[config.mk]
export PLATFORM = sky130hd
export DESIGN_NAME = ram_port_sched
export DESIGN_NICKNAME = d
export VERILOG_FILES = /design/src/rtl/ram_port_sched_pkg.sv /design/src/rtl/ram_port_prio_arb.sv /design/src/rtl/ram_port_sched.sv
export SDC_FILE = /design/constraint.sdc
export NUM_CORES = 1
export LEC_CHECK = 0
export ABC_AREA = 1
export CAP_MARGIN = 0
export CORE_MARGIN = 2
export CORE_UTILIZATION = 47
export DETAILED_ROUTE_END_ITERATION = 16
export HOLD_SLACK_MARGIN = 0.05
export PLACE_DENSITY_LB_ADDON = 0.08
export SYNTH_ARGS = -nofsm -noshare
export SYNTH_HDL_FRONTEND = slang
export SYNTH_SLANG_ARGS = --single-unit
[constraint.sdc]
create_clock -name clk -period 5.6 [get_ports clk]
set_input_delay 0.84 -clock clk [delete_from_list [all_inputs] [get_ports clk]]
set_output_delay 0.84 -clock clk [all_outputs]
set_load 0.02 [all_outputs]
[src/rtl/ram_port_sched_pkg.sv]
// Shared constants for the byte-wide RAM/IO port scheduler: size codes,
// requester (owner) codes, FSM states and read-data extension helpers.
package ram_port_sched_pkg;

    // Access sizes in bytes
    localparam logic [2:0] SZ_B = 3'd1;
    localparam logic [2:0] SZ_H = 3'd2;
    localparam logic [2:0] SZ_W = 3'd4;

    // Requester that currently owns the port
    localparam logic [1:0] OWN_FETCH = 2'd0;
    localparam logic [1:0] OWN_LOAD  = 2'd1;
    localparam logic [1:0] OWN_STORE = 2'd2;

    // addr[17:16] value that maps an access onto the IO space
    localparam logic [1:0] IO_SEL = 2'b11;

    typedef enum logic [1:0] {
        ST_IDLE    = 2'd0,
        ST_READ    = 2'd1,
        ST_WRITE   = 2'd2,
        ST_IO_WAIT = 2'd3
    } state_e;

    // Anything that is not a byte or halfword is handled as a full word
    function automatic logic [2:0] norm_size(input logic [2:0] sz);
        logic [2:0] n;
        case (sz)
            SZ_B:    n = SZ_B;
            SZ_H:    n = SZ_H;
            default: n = SZ_W;
        endcase
        return n;
    endfunction

    // Zero- or sign-extend the low 8*n bits of an assembled read value
    function automatic logic [31:0] extend_read(input logic [31:0] raw,
                                                input logic [2:0]  n,
                                                input logic        sgn);
        logic [31:0] v;
        case (n)
            SZ_B:    v = sgn ? {{24{raw[7]}}, raw[7:0]}   : {24'd0, raw[7:0]};
            SZ_H:    v = sgn ? {{16{raw[15]}}, raw[15:0]} : {16'd0, raw[15:0]};
            default: v = raw;
        endcase
        return v;
    endfunction

endpackage

[src/rtl/ram_port_prio_arb.sv]
// Fixed-priority grant for the RAM port: store > load > fetch.
// A flush hides the speculative requesters; the done bubble hides everyone.
module ram_port_prio_arb (
    input  logic       fetch_req,
    input  logic       load_req,
    input  logic       store_req,
    input  logic       in_flush,
    input  logic       bubble,
    output logic       grant,
    output logic [1:0] grant_owner
);
    import ram_port_sched_pkg::*;

    // Pick the highest-priority live requester, stores survive a flush
    always_comb begin
        grant       = 1'b0;
        grant_owner = OWN_FETCH;
        if (!bubble) begin
            if (store_req) begin
                grant       = 1'b1;
                grant_owner = OWN_STORE;
            end else if (!in_flush && load_req) begin
                grant       = 1'b1;
                grant_owner = OWN_LOAD;
            end else if (!in_flush && fetch_req) begin
                grant       = 1'b1;
                grant_owner = OWN_FETCH;
            end
        end
    end

endmodule

[src/rtl/ram_port_sched.sv]
// Single-owner scheduler for the byte-wide RAM/IO port. Serialises 1/2/4 byte
// fetch/load/store accesses, assembles read data, aborts speculative reads on
// a flush and stalls IO writes while the UART buffer is full.
module ram_port_sched #(
    parameter int         ADDR_W = 32,
    parameter logic [1:0] IO_SEL = ram_port_sched_pkg::IO_SEL
) (
    input  logic              clk,
    input  logic              rst,
    input  logic              rdy,
    input  logic              fetch_req,
    input  logic [ADDR_W-1:0] fetch_addr,
    output logic              fetch_done,
    input  logic              load_req,
    input  logic [ADDR_W-1:0] load_addr,
    input  logic [2:0]        load_size,
    input  logic              load_signed,
    output logic              load_done,
    input  logic              store_req,
    input  logic [ADDR_W-1:0] store_addr,
    input  logic [2:0]        store_size,
    input  logic [31:0]       store_data,
    output logic              store_done,
    output logic [31:0]       rd_data,
    input  logic              in_flush,
    input  logic              io_buffer_full,
    input  logic [7:0]        mem_din,
    output logic [7:0]        mem_dout,
    output logic [ADDR_W-1:0] mem_a,
    output logic              mem_wr
);
    import ram_port_sched_pkg::*;

    state_e            state_q, state_d;
    logic [2:0]        cnt_q, cnt_d;
    logic [ADDR_W-1:0] addr_q, addr_d;
    logic [2:0]        size_q, size_d;
    logic              signed_q, signed_d;
    logic [31:0]       data_q, data_d;
    logic [1:0]        owner_q, owner_d;
    logic [31:0]       bytes_q, bytes_d;
    logic [ADDR_W-1:0] mem_a_q, mem_a_d;
    logic [7:0]        mem_dout_q, mem_dout_d;
    logic              mem_wr_q, mem_wr_d;
    logic [31:0]       rd_data_q, rd_data_d;
    logic              fetch_done_q, fetch_done_d;
    logic              load_done_q, load_done_d;
    logic              store_done_q, store_done_d;

    logic              grant;
    logic [1:0]        grant_owner;
    logic              bubble;
    logic [ADDR_W-1:0] grant_addr;
    logic [2:0]        grant_size;
    logic [ADDR_W-1:0] issue_addr;
    logic              io_block;
    logic              rd_last;
    logic              wr_last;
    logic [31:0]       read_bytes;
    logic [7:0]        issue_byte;

    assign bubble = fetch_done_q | load_done_q | store_done_q;

    ram_port_prio_arb u_arb (
        .fetch_req   (fetch_req),
        .load_req    (load_req),
        .store_req   (store_req),
        .in_flush    (in_flush),
        .bubble      (bubble),
        .grant       (grant),
        .grant_owner (grant_owner)
    );

    // Decode the granted request and the write byte about to be issued.
    // In IDLE the candidate write is byte 0 of the incoming store; in
    // WRITE/IO_WAIT cnt_q is the index of the next byte still to be written,
    // while in READ it is the index of the byte arriving on mem_din.
    always_comb begin
        grant_addr = fetch_addr;
        grant_size = SZ_W;
        case (grant_owner)
            OWN_STORE: begin
                grant_addr = store_addr;
                grant_size = norm_size(store_size);
            end
            OWN_LOAD: begin
                grant_addr = load_addr;
                grant_size = norm_size(load_size);
            end
            default: begin
                grant_addr = fetch_addr;
                grant_size = SZ_W;
            end
        endcase
        issue_addr = (state_q == ST_IDLE) ? store_addr : addr_q + ADDR_W'(cnt_q);
        issue_byte = (state_q == ST_IDLE) ? store_data[7:0]
                                          : data_q[{cnt_q[1:0], 3'b000} +: 8];
        io_block   = (issue_addr[17:16] == IO_SEL) && io_buffer_full;
        rd_last    = ((cnt_q + 3'd1) == size_q);
        wr_last    = (cnt_q == size_q);
        read_bytes = bytes_q;
        read_bytes[{cnt_q[1:0], 3'b000} +: 8] = mem_din;
    end

    // State and datapath registers, frozen while rdy is low
    always_ff @(posedge clk or posedge rst) begin
        if (rst) begin
            state_q      <= ST_IDLE;
            cnt_q        <= 3'd0;
            addr_q       <= '0;
            size_q       <= 3'd0;
            signed_q     <= 1'b0;
            data_q       <= 32'd0;
            owner_q      <= OWN_FETCH;
            bytes_q      <= 32'd0;
            mem_a_q      <= '0;
            mem_dout_q   <= 8'd0;
            mem_wr_q     <= 1'b0;
            rd_data_q    <= 32'd0;
            fetch_done_q <= 1'b0;
            load_done_q  <= 1'b0;
            store_done_q <= 1'b0;
        end else if (rdy) begin
            state_q      <= state_d;
            cnt_q        <= cnt_d;
            addr_q       <= addr_d;
            size_q       <= size_d;
            signed_q     <= signed_d;
            data_q       <= data_d;
            owner_q      <= owner_d;
            bytes_q      <= bytes_d;
            mem_a_q      <= mem_a_d;
            mem_dout_q   <= mem_dout_d;
            mem_wr_q     <= mem_wr_d;
            rd_data_q    <= rd_data_d;
            fetch_done_q <= fetch_done_d;
            load_done_q  <= load_done_d;
            store_done_q <= store_done_d;
        end
    end

    // Next-state selection
    always_comb begin
        state_d = state_q;
        case (state_q)
            ST_IDLE: begin
                if (grant) begin
                    if (grant_owner == OWN_STORE) begin
                        state_d = io_block ? ST_IO_WAIT : ST_WRITE;
                    end else begin
                        state_d = ST_READ;
                    end
                end
            end
            ST_READ: begin
                if (in_flush || rd_last) begin
                    state_d = ST_IDLE;
                end
            end
            ST_WRITE: begin
                if (wr_last) begin
                    state_d = ST_IDLE;
                end else if (io_block) begin
                    state_d = ST_IO_WAIT;
                end
            end
            ST_IO_WAIT: begin
                if (!io_buffer_full) begin
                    state_d = ST_WRITE;
                end
            end
            default: state_d = ST_IDLE;
        endcase
    end

    // Datapath and registered outputs for the transition being taken
    always_comb begin
        cnt_d        = cnt_q;
        addr_d       = addr_q;
        size_d       = size_q;
        signed_d     = signed_q;
        data_d       = data_q;
        owner_d      = owner_q;
        bytes_d      = bytes_q;
        mem_a_d      = mem_a_q;
        mem_dout_d   = mem_dout_q;
        mem_wr_d     = 1'b0;
        rd_data_d    = rd_data_q;
        fetch_done_d = 1'b0;
        load_done_d  = 1'b0;
        store_done_d = 1'b0;
        case (state_q)
            ST_IDLE: begin
                if (grant) begin
                    owner_d  = grant_owner;
                    addr_d   = grant_addr;
                    size_d   = grant_size;
                    signed_d = (grant_owner == OWN_LOAD) && load_signed;
                    data_d   = store_data;
                    bytes_d  = 32'd0;
                    mem_a_d  = grant_addr;
                    cnt_d    = 3'd0;
                    if ((grant_owner == OWN_STORE) && !io_block) begin
                        mem_dout_d = issue_byte;
                        mem_wr_d   = 1'b1;
                        cnt_d      = 3'd1;
                    end
                end
            end
            ST_READ: begin
                if (in_flush) begin
                    bytes_d = 32'd0;
                    cnt_d   = 3'd0;
                end else if (rd_last) begin
                    bytes_d      = read_bytes;
                    rd_data_d    = extend_read(read_bytes, size_q, signed_q);
                    fetch_done_d = (owner_q == OWN_FETCH);
                    load_done_d  = (owner_q == OWN_LOAD);
                    cnt_d        = 3'd0;
                end else begin
                    bytes_d = read_bytes;
                    cnt_d   = cnt_q + 3'd1;
                    mem_a_d = addr_q + ADDR_W'(cnt_q + 3'd1);
                end
            end
            ST_WRITE: begin
                if (wr_last) begin
                    store_done_d = 1'b1;
                    cnt_d        = 3'd0;
                end else if (!io_block) begin
                    mem_a_d    = issue_addr;
                    mem_dout_d = issue_byte;
                    mem_wr_d   = 1'b1;
                    cnt_d      = cnt_q + 3'd1;
                end
            end
            ST_IO_WAIT: begin
                if (!io_buffer_full) begin
                    mem_a_d    = issue_addr;
                    mem_dout_d = issue_byte;
                    mem_wr_d   = 1'b1;
                    cnt_d      = cnt_q + 3'd1;
                end
            end
            default: begin
                cnt_d = 3'd0;
            end
        endcase
    end

    assign mem_a      = mem_a_q;
    assign mem_dout   = mem_dout_q;
    assign mem_wr     = mem_wr_q;
    assign rd_data    = rd_data_q;
    assign fetch_done = fetch_done_q;
    assign load_done  = load_done_q;
    assign store_done = store_done_q;

endmodule
-- After elaboration in Yosys (flattened, before gate mapping)
Cells that the tools add are included.
- flip-flop bits (word level): 183
- input port bits: 151
- output and inout bits: 76
- logic and storage cells: 133
- $add $sub $neg: 5
- equal/unequal tests: 25
- shifts and indexed selects: 3
- mux-type cells: 63
- bitwise logic cells: 3
- reduce and logical (&&, ||, !) cells: 19
- operators with widths (cell ; number):
    $mux 32 ; 11
    $pmux 32 s2 ; 3
    $pmux 32 s4 ; 1
    $mux 8 ; 6
    $add 32x3->32 ; 1
    $add 32x4->32 ; 1
    $bwmux 32 ; 1
    $shift 8x7->32 const A ; 1
    $shiftx 32x6->8 ; 1
    $shiftx 8x7->32 ; 1
    $pmux 8 s3 ; 1
    $mux 1 ; 20
    $mux 3 ; 6
    $pmux 3 s2 ; 3
    $mux 2 ; 8
    $ne 2x2->1 const B ; 7
    $reduce_and 7->1 ; 2
    $pmux 3 s4 ; 1
    $eq 3x1->1 const B ; 3
    $eq 3x2->1 const B ; 3
    $eq 2x2->1 const B ; 4
    $pmux 2 s4 ; 1
    $reduce_and 4->1 ; 2
    $neg 5->7 ; 1
    17 further kinds ; 29

-- Logic depth before layout (Yosys ltp)
- depth after elaboration: 10
- mapped depth: 17
- mapped depth without buffers: 15

-- Hierarchy
From an unflattened synthesis, not the netlist that was laid out.
- cells, all modules: 1466
- area total of the unflattened synthesis: 10650.2 um^2
- by module, submodules not included (module ; times used ; cells an instance ; area each (um^2) ; sequential area each (um^2)):
    ram_port_sched ; 1 ; 1459 ; 10620.2 ; 4579.4
    ram_port_prio_arb ; 1 ; 7 ; 30.0 ; 0.0

-- Least setup slack after synthesis
Ideal clock, no wire load.
- path type: register -> register
- from: reg cnt_q[1]
- to: reg rd_data_q[16], in the netlist rd_data[16]
- setup time: 77 ps
- arrival: 2718 ps
- data required time: 5523 ps
- setup slack: 2805 ps
- cell stages (with the launch flop): 13
- buffers on the path: 3
- period minus slack after synthesis: 2795 ps
- cells stage by stage: dfrtp_1 -> clkbuf_1 -> inv_1 -> clkbuf_1 -> ha_1 -> inv_1 -> nand4_1 -> o22ai_1 -> nand3_1 -> nand2_1 -> clkbuf_1 -> o21ai_0 -> o21ai_1
- longest elaborated chain between the ends: 5
- elaborated cells between the ends (all ways): 10
- those cells by class: add/sub (2); eq/ne (1); shift (2); mux (4); reduce/logical (1)
- RTL lines (what ; RTL line ; text):
    start, declared ; ram_port_sched.sv:35 ; logic [2:0] cnt_q, cnt_d;
    start signal, assigned ; ram_port_sched.sv:125 ; cnt_q <= cnt_d;
    $neg 5->7 ; ram_port_sched.sv:102 ; read_bytes[{cnt_q[1:0], 3'b000} +: 8] = mem_din;
    $shiftx 8x7->32 / $shift 8x7->32 (equally long branches) ; ram_port_sched.sv:102 ;
    $bwmux 32 ; ram_port_sched.sv:102 ;
    $mux 32, on equally long branches ; ram_port_sched_pkg.sv:43, ram_port_sched_pkg.sv:42 ;
    $pmux 32 s2 ; ram_port_sched_pkg.sv:41 ; case (n)
    end signal, assigned ; ram_port_sched.sv:135 ; rd_data_q <= rd_data_d;
    end, declared ; ram_port_sched.sv:45 ; logic [31:0] rd_data_q, rd_data_d;
Several ways; a longest one is shown, not always the timed one.
A chain may end at the register's enable or synchronous reset.

-- Final worst setup path
- from: in in_flush
- to: reg mem_a_q[1], in the netlist mem_a[1]
- longest elaborated chain between the ends: 9
- elaborated cells between the ends (all ways): 18
- those cells by class: eq/ne (4); mux (10); reduce/logical (4)
- RTL lines (what ; RTL line ; text):
    start, declared ; ram_port_sched.sv:25 ; input logic in_flush,
    $logic_not 1->1 (*) ; ram_port_prio_arb.sv:22 ; end else if (!in_flush && load_req) begin
    $logic_and 1x1->1 (*) ; ram_port_prio_arb.sv:22 ;
    $mux 1 (*) ; ram_port_prio_arb.sv:22 ;
    $mux 2 (*) ; ram_port_prio_arb.sv:19 ; if (store_req) begin
    $mux 2 (*) ; ram_port_prio_arb.sv:18 ; if (!bubble) begin
    net grant_owner[0] ; ram_port_sched.sv:51 ; logic [1:0] grant_owner;
    $eq 2x1->1 / $eq 2x2->1 (equally long branches) ; ram_port_sched.sv:81 ; case (grant_owner)
    $pmux 32 s2 (*) ; ram_port_sched.sv:81 ;
    $mux 32 (*) ; ram_port_sched.sv:194 ; if (grant) begin
    $pmux 32 s4 (*) ; ram_port_sched.sv:192 ; case (state_q)
    end signal, assigned ; ram_port_sched.sv:132 ; mem_a_q <= mem_a_d;
    end, declared ; ram_port_sched.sv:42 ; logic [ADDR_W-1:0] mem_a_q, mem_a_d;
Mark *: on every way through the listed nets, which the timed path passes. The rest lies on a longest branch. The select of a mux whose other input is x is not followed.

==> results.json <==
{
  "setup_viol": 0,
  "synth_edf_count": 0,
  "mappedNetlistArea_um2": 11000,
  "wl_per_cell_um": 17.1,
  "synth_top_area_share_pct": 41.6,
  "port_buffers": 226,
  "synth-seq-cells": 183,
  "place_area_um2": 13500,
  "cts_buffer_depth": 2,
  "p_leak_nw": 6.23,
  "clock.fmax_ghz": 0.278,
  "cts.repair.resized": 0,
  "finalHoldViolCount": 0,
  "ios": 227,
  "synth.distinct_cells": 42,
  "slew_violations": 0,
  "worstMarginPinSlew_ns": 1.11,
  "final_common_cell": "nand2_1",
  "synth-async-reset-ratio_pct": 100,
  "route.vias.total": 11100,
  "ir_worst_vdd_mv": 0.275,
  "drc": 0,
  "final_core_util_pct": 61.7,
  "fp.coreArea_um2": 22800,
  "hp-class": "flop to flop",
  "clock_power_share_pct": 18.0,
  "synth_area_leader_cell": "dfrtp_1",
  "slew_headroom_pct": 26.1,
  "cts_tree": "built",
  "num_rows": 55,
  "cts_root_buf": "clkbuf_16",
  "antenna-diode-count": 0,
  "grt_usage_pct": 29.0,
  "postCtsSetupRepairBufs": 0,
  "wirelength_um": 35100,
  "firstDrtPassIters": 6,
  "via_per_inst": 5.43,
  "clk_latency_ns": 0.44,
  "fin_area_um2": 14100,
  "grt_max_degree": 184,
  "cts_sinks": 183,
  "area_delta_synth_final_pct": 28.1,
  "syn_inst": 1539,
  "finClkSkew_ns": 0.0119,
  "drtAntennaViolNets": 0,
  "syn-num-nets": 1703,
  "power_report.internal_total_w": 0.00374,
  "pwr_density_cell_nw_per_um2": 488,
  "overflow": 0,
  "ys_warn_count": 0,
  "gp_congestion": 0.954,
  "switching_share_pct": 45.7,
  "antenna_found_initial": 0,
  "dpl.hpwl_um": 24800,
  "critPathRequiredTime_ns": 5.93,
  "drv_cap": 0,
  "die_w_um": 157,
  "crit_top_cell": "nand2_1",
  "ys.flop_type": "dfrtp_1",
  "period_minus_slack_ns": 3.60,
  "synth_area_per_cell_um2": 7.15,
  "max_stage_delay_ns": 0.72,
  "worstPathMaxFanout": 22,
  "combPwrFrac_pct": 49.7,
  "synth_area_leaders": "dfrtp_1 (42%), nand2_1 (13%), o21ai_0 (7.9%)",
  "start_util_pct": 48.2,
  "status": "finished clean",
  "seq_area_frac_synth_pct": 41.6,
  "cts_htree_levels": 4,
  "cpMaxStageDelayCell": "clkinv_1",
  "critPathBufInv": 5,
  "die_h_um": 157,
  "rsz0062_at_grt": "no",
  "die_area_um2": 24700,
  "path_class": "input port to flop",
  "grt_pass1_vias": 10400,
  "fin_nets": 1887,
  "initialDrtViolationCount": 1032,
  "seqPwrFrac_pct": 32.3,
  "power_switching_w": 0.00315,
  "cp_top_family": "buffers and inverters",
  "cp-end-kind": "flop",
  "hold_buffers": 0,
  "cp-start-kind": "input port",
  "cp_data_arrival_time_ns": 3.92,
  "most-common-layout-cells": "nand2_1 (370), clkdlybuf4s50_1 (226), dfrtp_1 (183)",
  "clkTransAtPathRegs_ns": 0.07,
  "fin_crit_sh_pct": 64.2,
  "cts_buffers": 17,
  "grt_pass1_wl_um": 56000,
  "path_cells": "clkdlybuf4s50_1 -> inv_2 -> nand2_1 -> nor3_1 -> inv_1 -> ha_1 -> clkinv_1 -> buf_4 -> nor2_1 -> a21oi_1 -> nand2_1 -> o211ai_1 -> nand3_1 -> nand2_1",
  "drive_above_1_share_pct": 6.91,
  "fin_setup_tns_ns": 0
}
## sequential cells by signal (all words and copies together) (netlist names)
| register | cells |
|---|---|
| addr_q | 32 |
| state_q | 2 |
| data_q | 32 |
| load_done | 1 |
| size_q | 3 |
| bytes_q | 32 |
| fetch_done | 1 |
| cnt_q | 3 |
| mem_dout | 8 |
| mem_wr | 1 |
| owner_q | 2 |
| store_done | 1 |
| mem_a | 32 |
| rd_data | 32 |
| signed_q | 1 |
## final timing paths
kind | start | endpoint | slack (ns) | cells after the start
hold / removal | mem_dout[6] | mem_dout[6] | 0.49 | 2
hold reg to reg | mem_dout[6] | mem_dout[6] | 0.49 | 2
min in group asynchronous | rst | data_q[14] | 1.05 | 3
setup / recovery | in_flush | mem_a[1] | 2.00 | 14
setup reg to reg | cnt_q[1] | rd_data[31] | 2.01 | 9
max in group asynchronous | rst | addr_q[13] | 3.82 | 3
## metrics by stage
step / power, W / hold slack (ns) / setup slack [ns] / std cells
global route: 0.00741 / 0.506 / 1.59 / 2049
floorplan: 0.00435 / 0.447 / 2.41 / 1539
detailed placement: 0.00563 / 0.461 / 1.73 / 2017
finish: 0.00688 / 0.486 / 2.00 / 2049
global placement: 0.00559 / 0.456 / 1.82 / 2017
CTS: 0.00689 / 0.484 / 2.03 / 2049
## cell type report
| cell class | count | area, µm² |
|---|---|---|
| Inverter | 181 | 683 |
| Clock inverter | 14 | 183 |
| Clock buffer | 18 | 429 |
| Fill cell | 2181 | 8750 |
| Multi-Input combinational cell | 1098 | 5440 |
| Timing Repair Buffer | 242 | 2390 |
| Tap cell | 313 | 392 |
| Sequential cell | 183 | 4580 |
## routing by layer
metal	vias to the layer above	wire [µm]	track usage, %
met1	5203	16500	42.6
met5	-	0	0
met2	471	15300	44.2
met4	0	418	5.67
met3	39	2850	6.47
li1	5410	-	-
## logic make-up after synthesis
| kind of cell | share of synthesized area, % |
|---|---|
| and+or+nand+nor | 25.9 |
| AOI/OAI and AO/OA | 18.1 |
| buffers and inverters | 9.22 |
| DFF | 41.6 |
| muxes | 3.17 |
| adders and majority gates | 1.61 |
| xor gates and xnor gates | 0.398 |
## worst register-to-register path: stages (launching register included)
cell	delay, ns
dfrtp_1	0.70
inv_1	0.44
ha_1	0.49
inv_1	0.13
nand4_1	0.31
o22ai_1	0.40
nand3_1	0.31
nand2_1	0.49
o21ai_1	0.15
o21ai_0	0.11
## power groups by stage
stage | logic, W | registers [W] | clock network (W)
final | 0.00342 | 0.00222 | 0.00124
after detailed placement | 0.00340 | 0.00223 | 0
after global routing | 0.00380 | 0.00229 | 0.00132
after floorplan | 0.00192 | 0.00243 | 0
after CTS | 0.00341 | 0.00222 | 0.00126
after global placement | 0.00336 | 0.00223 | 0
## cells in the mapped netlist (3+ instances only)
cell,n
a21oi_1,116
nor3_1,11
o21ai_2,10
a31oi_1,10
o21ai_1,21
nand4_1,7
clkbuf_1,56
mux2_2,31
nand3_1,125
nor2_4,3
nor2_2,5
buf_2,16
o21ai_0,174
xnor2_1,3
nor2_1,135
ha_1,11
o22ai_1,28
nand2_1,370
nand3b_1,8
inv_1,171
clkinv_1,3
dfrtp_1,183
o211ai_1,7
inv_2,7
Power figures use the tool's default switching activity.
